File: config.mk
export PLATFORM = sky130hd
export DESIGN_NAME = multicycle_ctrl
export DESIGN_NICKNAME = d
export VERILOG_FILES = /design/src/rtl/multicycle_ctrl_pkg.sv /design/src/rtl/multicycle_ctrl_decode.sv /design/src/rtl/multicycle_ctrl.sv
export SDC_FILE = /design/constraint.sdc
export NUM_CORES = 1
export LEC_CHECK = 0
export ABC_AREA = 1
export CORE_UTILIZATION = 36
export DETAILED_ROUTE_END_ITERATION = 12
export GPL_TIMING_DRIVEN = 0
export PLACE_DENSITY = 0.87
export SYNTH_ARGS = -nofsm -noshare
export SYNTH_HDL_FRONTEND = slang
export SYNTH_HIERARCHICAL = 1
export SYNTH_SLANG_ARGS = --single-unit
File: constraint.sdc
create_clock -name clk -period 1.3 [get_ports clk]
set_clock_uncertainty 0.05 [all_clocks]
set_input_delay 0.26 -clock clk [delete_from_list [all_inputs] [get_ports clk]]
set_output_delay 0.26 -clock clk [all_outputs]
set_load 0.005 [all_outputs]
File: src/rtl/multicycle_ctrl_pkg.sv
// multicycle_ctrl_pkg: state encoding, opcode constants and select codes shared
// by the multicycle controller and its output decoder.
package multicycle_ctrl_pkg;
   typedef enum logic [3:0] {
      S_RESET, S_FETCH, S_DECODE, S_MEMADR, S_MEMRD, S_MEMWB, S_MEMWR, S_EXEC,
      S_RWB, S_BRANCH, S_JUMP, S_JAL, S_JR, S_IMMEX, S_IMMWB, S_TRAP
   } state_t;
   localparam logic [5:0] OP_R = 6'h00, OP_LW = 6'h23, OP_SW = 6'h2B, OP_BEQ = 6'h04;
   localparam logic [5:0] OP_J = 6'h02, OP_JAL = 6'h03, OP_ADDI = 6'h08, OP_SUBI = 6'h09;
   localparam logic [5:0] FN_JR = 6'h08;
   localparam logic [2:0] ALU_ADD = 3'd0, ALU_SUB = 3'd1, ALU_ADDI = 3'd2, ALU_SUBI = 3'd3, ALU_RTYPE = 3'd4;
   localparam logic [1:0] RD_RT = 2'd0, RD_RD = 2'd1, RD_RA = 2'd2;
   localparam logic [1:0] M2R_ALU = 2'd0, M2R_MEM = 2'd1, M2R_PC = 2'd2;
   localparam logic [1:0] SRCB_REG = 2'd0, SRCB_4 = 2'd1, SRCB_IMM = 2'd2, SRCB_IMM_SH = 2'd3;
   localparam logic [1:0] PCS_ALU = 2'd0, PCS_ALU_OUT = 2'd1, PCS_JUMP = 2'd2, PCS_RS = 2'd3;
   typedef struct packed {
      logic       pc_write;
      logic       pc_write_cond;
      logic       ir_write;
      logic       iord;
      logic       mem_read;
      logic       mem_write;
      logic       reg_write;
      logic       alu_src_a;
      logic [1:0] reg_dst;
      logic [1:0] mem_to_reg;
      logic [1:0] alu_src_b;
      logic [1:0] pc_source;
      logic [2:0] alu_op;
      logic       retire;
      logic       illegal;
   } ctrl_t;
endpackage

File: src/rtl/multicycle_ctrl_decode.sv
// multicycle_ctrl_decode: state to control-strobe decode; mem_ready only gates
// the handshake-completion strobes in FETCH and MEMWR.
module multicycle_ctrl_decode
   import multicycle_ctrl_pkg::*;
(
   input  state_t     state,
   input  logic       mem_ready,
   input  logic [5:0] opcode,
   output ctrl_t      ctrl
);
   always_comb begin
      ctrl = '0;
      case (state)
         S_FETCH: begin
            ctrl.mem_read = 1'b1;
            ctrl.alu_src_b = SRCB_4;
            ctrl.alu_op = ALU_ADD;
            ctrl.pc_source = PCS_ALU;
            ctrl.ir_write = mem_ready;
            ctrl.pc_write = mem_ready;
         end
         S_DECODE: ctrl.alu_src_b = SRCB_IMM_SH;
         S_MEMADR: begin
            ctrl.alu_src_a = 1'b1;
            ctrl.alu_src_b = SRCB_IMM;
         end
         S_MEMRD: begin
            ctrl.mem_read = 1'b1;
            ctrl.iord = 1'b1;
         end
         S_MEMWB: begin
            ctrl.reg_write = 1'b1;
            ctrl.reg_dst = RD_RT;
            ctrl.mem_to_reg = M2R_MEM;
            ctrl.retire = 1'b1;
         end
         S_MEMWR: begin
            ctrl.mem_write = 1'b1;
            ctrl.iord = 1'b1;
            ctrl.retire = mem_ready;
         end
         S_EXEC: begin
            ctrl.alu_src_a = 1'b1;
            ctrl.alu_src_b = SRCB_REG;
            ctrl.alu_op = ALU_RTYPE;
         end
         S_RWB: begin
            ctrl.reg_write = 1'b1;
            ctrl.reg_dst = RD_RD;
            ctrl.mem_to_reg = M2R_ALU;
            ctrl.retire = 1'b1;
         end
         S_BRANCH: begin
            ctrl.alu_src_a = 1'b1;
            ctrl.alu_op = ALU_SUB;
            ctrl.pc_write_cond = 1'b1;
            ctrl.pc_source = PCS_ALU_OUT;
            ctrl.retire = 1'b1;
         end
         S_JUMP: begin
            ctrl.pc_write = 1'b1;
            ctrl.pc_source = PCS_JUMP;
            ctrl.retire = 1'b1;
         end
         S_JAL: begin
            ctrl.pc_write = 1'b1;
            ctrl.pc_source = PCS_JUMP;
            ctrl.reg_write = 1'b1;
            ctrl.reg_dst = RD_RA;
            ctrl.mem_to_reg = M2R_PC;
            ctrl.retire = 1'b1;
         end
         S_JR: begin
            ctrl.pc_write = 1'b1;
            ctrl.pc_source = PCS_RS;
            ctrl.retire = 1'b1;
         end
         S_IMMEX: begin
            ctrl.alu_src_a = 1'b1;
            ctrl.alu_src_b = SRCB_IMM;
            ctrl.alu_op = opcode == OP_SUBI ? ALU_SUBI : ALU_ADDI;
         end
         S_IMMWB: begin
            ctrl.reg_write = 1'b1;
            ctrl.reg_dst = RD_RT;
            ctrl.mem_to_reg = M2R_ALU;
            ctrl.retire = 1'b1;
         end
         S_TRAP: ctrl.illegal = 1'b1;
         default: ctrl = '0;
      endcase
   end
endmodule

File: src/rtl/multicycle_ctrl.sv
// multicycle_ctrl: multicycle MIPS-style control FSM; state register and
// next-state logic here, output decode in multicycle_ctrl_decode.
module multicycle_ctrl
   import multicycle_ctrl_pkg::*;
#(
   parameter int ALUOP_W = 3
) (
   input  logic               clk,
   input  logic               rst,
   input  logic [5:0]         opcode,
   input  logic [5:0]         funct,
   input  logic               mem_ready,
   output logic               pc_write,
   output logic               pc_write_cond,
   output logic               ir_write,
   output logic               iord,
   output logic               mem_read,
   output logic               mem_write,
   output logic               reg_write,
   output logic               alu_src_a,
   output logic [1:0]         reg_dst,
   output logic [1:0]         mem_to_reg,
   output logic [1:0]         alu_src_b,
   output logic [1:0]         pc_source,
   output logic [ALUOP_W-1:0] alu_op,
   output logic               retire,
   output logic               illegal,
   output logic [3:0]         state_o
);
   state_t state, next;
   logic armed;
   ctrl_t ctrl;
   // armed delays leaving RESET by one edge so FETCH starts on the second edge after release
   always_ff @(posedge clk or posedge rst)
      if (rst) begin
         state <= S_RESET;
         armed <= 1'b0;
      end else begin
         state <= next;
         armed <= 1'b1;
      end
   always_comb begin
      next = state;
      case (state)
         S_RESET: next = armed ? S_FETCH : S_RESET;
         S_FETCH: next = mem_ready ? S_DECODE : S_FETCH;
         S_DECODE:
            case (opcode)
               OP_LW, OP_SW: next = S_MEMADR;
               OP_R: next = funct == FN_JR ? S_JR : S_EXEC;
               OP_BEQ: next = S_BRANCH;
               OP_J: next = S_JUMP;
               OP_JAL: next = S_JAL;
               OP_ADDI, OP_SUBI: next = S_IMMEX;
               default: next = S_TRAP;
            endcase
         S_MEMADR: next = opcode == OP_SW ? S_MEMWR : S_MEMRD;
         S_MEMRD: next = mem_ready ? S_MEMWB : S_MEMRD;
         S_MEMWR: next = mem_ready ? S_FETCH : S_MEMWR;
         S_EXEC: next = S_RWB;
         S_IMMEX: next = S_IMMWB;
         S_TRAP: next = S_TRAP;
         default: next = S_FETCH;
      endcase
   end
   multicycle_ctrl_decode u_decode (
      .state(state),
      .mem_ready(mem_ready),
      .opcode(opcode),
      .ctrl(ctrl)
   );
   assign pc_write = ctrl.pc_write;
   assign pc_write_cond = ctrl.pc_write_cond;
   assign ir_write = ctrl.ir_write;
   assign iord = ctrl.iord;
   assign mem_read = ctrl.mem_read;
   assign mem_write = ctrl.mem_write;
   assign reg_write = ctrl.reg_write;
   assign alu_src_a = ctrl.alu_src_a;
   assign reg_dst = ctrl.reg_dst;
   assign mem_to_reg = ctrl.mem_to_reg;
   assign alu_src_b = ctrl.alu_src_b;
   assign pc_source = ctrl.pc_source;
   assign alu_op = ALUOP_W'(ctrl.alu_op);
   assign retire = ctrl.retire;
   assign illegal = ctrl.illegal;
   assign state_o = state;
endmodule
# Word level (Yosys, flattened, before mapping)
# Cells that the tools add are included.
# totals
register_bits	5
in_bits	15
output_inout_bits	25
word_cells	60
# classes
n_eq_ne	23
n_mux	23
reduce_logical	12
# op_table
operator	count
$pmux W4 S9	1
$eq A4 B4 Y1 const B	8
$pmux W4 S6	1
$eq A6 B4 Y1 const B	3
$eq A4 B3 Y1 const B	4
$eq A6 B2 Y1 const B	2
$eq A6 B6 Y1 const B	2
$pmux W2 S3	2
$pmux W4 S3	1
$reduce_or A2 Y1	6
$mux W1	11
$pmux W3 S3	1
$eq A4 B2 Y1 const B	2
$reduce_or A4 Y1	2
$reduce_or A7 Y1	1
$eq A6 B3 Y1 const B	1
$logic_not A6 Y1	1
$eq A4 B1 Y1 const B	1
$logic_not A4 Y1	1
$mux W2	2
$mux W4	1
$pmux W1 S2	2
$mux W3	1
$reduce_or A3 Y1	1

# Logic depth before layout (Yosys ltp)
# Gate-level depths: netlist of the first run.
# logic_depth
depth_word	4
depth_mapped	9
mapped_depth_nobuf	9

# By module
# Netlist of the first run, hierarchy kept.
# modules_own_cells
module	n_inst	cells_per_inst	area_each_um2	seq_area_each_um2
multicycle_ctrl	1	87	536.8	125.1
multicycle_ctrl_decode	1	57	284.0	0.0

# Worst setup path after synthesis of the first run
# Ideal clock, no wire load.
# synth_timing
kind	reg-to-output
startpoint	reg state[0], in the netlist state_o[0]
endpoint	out pc_write
arrival_time_ns	1.086
required_time_ns	0.990
path_slack_ns	-0.096
stages_incl_launch_ff	6
path_cell_list	dfrtp_1 -> inv_2 -> nor2_2 -> nand2_2 -> nor2_2 -> or2_1
# synth_via
elab_chain_len	3
# synth_rtl
item	line	text
start: declaration	multicycle_ctrl.sv:30	state_t state, next;
start signal: assignment	multicycle_ctrl.sv:39	state <= next;
$eq A4 B4 Y1	multicycle_ctrl_decode.sv:13	case (state)
$reduce_or A3 Y1 (no line)	-	
$pmux W1 S2 *	multicycle_ctrl_decode.sv:13	
end: declaration	multicycle_ctrl.sv:13	output logic pc_write,
# Every way passes the cells marked *; elsewhere a longest branch is shown, timed or not.

# Worst setup path after layout of the first run
# layout_timing
startpoint	reg state[0], in the netlist state_o[0]
endpoint	out alu_src_a
# layout_via
elab_chain_len	3
# layout_rtl
item	line	text
$eq A4 B2 Y1 (tied with other cells)	multicycle_ctrl_decode.sv:13	
$reduce_or A4 Y1 (no line) *	-	
$mux W1 *	multicycle_ctrl_decode.sv:13	
end: declaration	multicycle_ctrl.sv:20	output logic alu_src_a,
# Marked as above.

==> out/summary.txt, run 1 <==
Root buffer cell = clkbuf_4
Net Sw Power = 1740 µW
DR pass1 iterations = 5
Crit. End Element = primary output
Rows = 16
Crit path time final = 1.86 ns
CTS tree = yes
Hold Crit Class = in -> async
DRT iter0 DRCs = 102
Reg2Reg Depth = 8
DP Area = 0.00125 mm²
Cell accounting for the most synthesized area = dfrtp_1
First-pass GRT wire length = 6040 µm
Peak VDD IR = 1.57 mV
Seq cells post-synth = 5
Clock-pin slew on the worst setup and hold paths = 0.05 ns
Slew Limit Fails = 0
Fmax = 0.539 GHz
Share of cells above drive strength 1 = 56.4%
Pwr dens = 2040 mW/mm²
Leakage = 0.000927 µW
Clock Latency Late Sink = 0.24 ns
DR WL/cell = 18.8 µm
Syn Nets = 159
Die ar. = 0.00248 mm²
Internal reg-to-reg setup slack = -0.36 ns
CTS Sinks = 5
Remaining routing DRC violations = 0
Final Hold Fails = 0
ANT cells = 0
I/O pins = 40
YS warnings = 6
# port buffers = 39
Vias in the first global route = 1341
Initial antenna violation count = 0
Critical Path Start Type = register
Max Root-Sink Buffers = 2
Status = complete, but fails checks
Final HPWL DP = 1730 µm
CP max stage cell = dfrtp_2
Endpoints failing setup = 29
RePlAce Congestion = 0.856
Worst endpoint required time = 0.99 ns
Clk pwr share = 5.1%
Seq/Total Area, Yosys = 15.2%
Synth Area per Inst = 5.70 µm²
Critical Path Max Stage Delay = 0.46 ns
H-tree levels = 1
EDFF count, synth = 0
GRT Total Usage = 31.2%
Synth-to-Final Area Change = 109%
Switching part of the total = 49.6%
Share of the synthesized area in the top cell type = 15.2%
Crit Reg-Reg Startpoint = state_o[1]$_DFF_PP0_
Critical path type = reg -> out
Final nets = 241
Setup ws final = -0.555 ns
Grt total ovfl = 0
Violated checks = negative setup slack
Sequential share of power = 10.7%
Dominant synthesized flop cell = dfrtp_1
DR vias/cell = 5.64
Die span in y = 49.8 µm
Crit path cell chain = inv_2 > nor2_4 > nand2_2 > buf_6 > o211ai_1 > buf_2
Final Cycle Share = 143%
Post-route ant nets = 0
Critical path fanouts, max = 7
Mapped Cells = 144
Async SR Flop Fraction = 100%
Cell Int Power = 1770 µW
CP arrival = 1.55 ns
DRT Wirelength = 4750 µm
Placed insts = 210
Core area = 0.00204 mm²
Final Non-Filler Cells = 252
Synth cell types = 22
Top post-synthesis cells by area = dfrtp_1 (15%), nand2_1 (14%), nor2_1 (11%)
Hold_buf cts = 0
Combinational share of power = 84.2%
Cell area after layout = 0.00172 mm²
TNS Setup = -10.31 ns
Worst reg2reg endpoint = state_o[0]$_DFF_PP0_
Starting Density = 40.2%
Die width = 49.8 µm
Max_cap viols = 0
Largest net degree at the start of global routing = 8
CTS Buf Count = 3
RSZ-0062 raised after global routing = true
Syn Std Cell Area = 821 µm²
Via count = 1422
==> cells in the final DEF (no fill, tap or decap), types with 2 or more instances in the layout <==
| cell type | count |
|---|---|
| dlygate4sd2_1 | 2 |
| nor2_2 | 7 |
| inv_2 | 8 |
| clkbuf_4 | 3 |
| nor2_4 | 12 |
| nand3_1 | 12 |
| o21ai_2 | 4 |
| nand4_1 | 3 |
| buf_6 | 24 |
| nor2_1 | 19 |
| dfrtp_2 | 4 |
| buf_2 | 14 |
| buf_4 | 19 |
| inv_1 | 19 |
| clkdlybuf4s50_1 | 15 |
| nand2_4 | 5 |
| nand3_2 | 4 |
| nand2_2 | 11 |
| inv_4 | 2 |
| clkdlybuf4s15_2 | 2 |
| nand2_1 | 22 |
==> critical path: cells and delay by family (launching register included) <==
kind            cells  cell delay [ns]
buf+inv             3             0.39
compound gates      1             0.12
flops               1             0.46
simple gates        2             0.32
==> flip-flops by register name, indices dropped and copies added (netlist names) <==
| register | count |
|---|---|
| state_o | 4 |
| armed | 1 |
==> power by group through the flow <==
stage	sequential, µW	combinational [µW]	clock, µW
2_1_floorplan	405	786	0
3_3_place_gp	431	1430	0
5_1_grt	378	3060	196
4_1_cts	360	2290	178
6_report	376	2960	177
3_5_place_dp	437	1450	0
==> synthesized netlist by cell type (all sizes together), types with 3 or more instances <==
master   n
nor2    38
nand3   17
nand2   39
nand4    3
inv     30
dfrtp    5
o21ai    4
==> timing repair <==
item / 4_1_cts / 5_1_grt
endpoints found under the hold margin: 0 / 0
setup endpoints to repair: 28 / 29
setup buffers: 31 / 9
gates resized for setup: 128 / 22
pin swaps: 21 / 18
==> layout make-up <==
| cell class | instances | area [µm²] |
|---|---|---|
| fill | 101 | 324 |
| inverter | 30 | 123 |
| tap | 27 | 33.8 |
| timing repair buffer | 77 | 687 |
| clock buffer | 4 | 26.3 |
| multi-input combinational | 108 | 707 |
| sequential | 5 | 130 |
| buffer | 1 | 11.3 |
==> worst max-delay path by stage <==
stage / startpoint / to / slack, ns / depth (start not counted)
after floorplan: state_o[3]$_DFF_PP0_ / pc_write / -0.002 / 5
after global placement: mem_ready / pc_write / -0.63 / 5
after CTS: state_o[1]$_DFF_PP0_ / pc_write / -0.43 / 7
final: state_o[0]$_DFF_PP0_ / alu_src_a / -0.56 / 6
after global routing: state_o[0]$_DFF_PP0_ / alu_src_a / -0.53 / 6
after detailed placement: mem_ready / pc_write / -0.66 / 5
==> metal layers <==
metal  track usage, %  part of all wire [%]
met5                0                     0
met1             32.1                    34
met3             5.25                    13
met4             19.0                   6.4
met2             57.7                    47
==> cells by family after synthesis <==
logic type | synth area share, %
flip-flops | 15.2
buffers and inverters | 14.6
other | 0.457
AO/OA/AOI/OAI | 6.25
AND/OR/NAND/NOR | 63.4
==> metrics by stage <==
stage	setup WS, ns	util [%]	total power [µW]	hold WS (ns)
5_1_grt	-0.532	84.1	3630	0.215
6_report	-0.555	84.1	3510	0.215
3_5_place_dp	-0.660	61.2	1890	0.417
3_3_place_gp	-0.629	61.2	1860	0.407
4_1_cts	-0.425	78.2	2830	0.166
2_1_floorplan	-0.00160	-	1190	-0.0118
Note: power is estimated with default switching activity, not from simulation.
==> inputs of run 2 (changes only) <==
--- a/config.mk
+++ b/config.mk
@@ -10,6 +10,7 @@
 export DETAILED_ROUTE_END_ITERATION = 12
 export GPL_TIMING_DRIVEN = 0
 export PLACE_DENSITY = 0.87
+export SLEW_MARGIN = 30
 export SYNTH_ARGS = -nofsm -noshare
 export SYNTH_HDL_FRONTEND = slang
 export SYNTH_HIERARCHICAL = 1
==> results of run 2 <==
Final layout, timing and power as in run 1 (identical DEF).
==> inputs of run 3 (changes only) <==
--- a/config.mk
+++ b/config.mk
@@ -9,6 +9,7 @@
 export CORE_UTILIZATION = 36
 export DETAILED_ROUTE_END_ITERATION = 12
 export GPL_TIMING_DRIVEN = 0
+export HOLD_SLACK_MARGIN = 0.06
 export PLACE_DENSITY = 0.87
 export SLEW_MARGIN = 30
 export SYNTH_ARGS = -nofsm -noshare
==> results of run 3 <==
Final layout, timing and power as in run 1 (identical DEF).
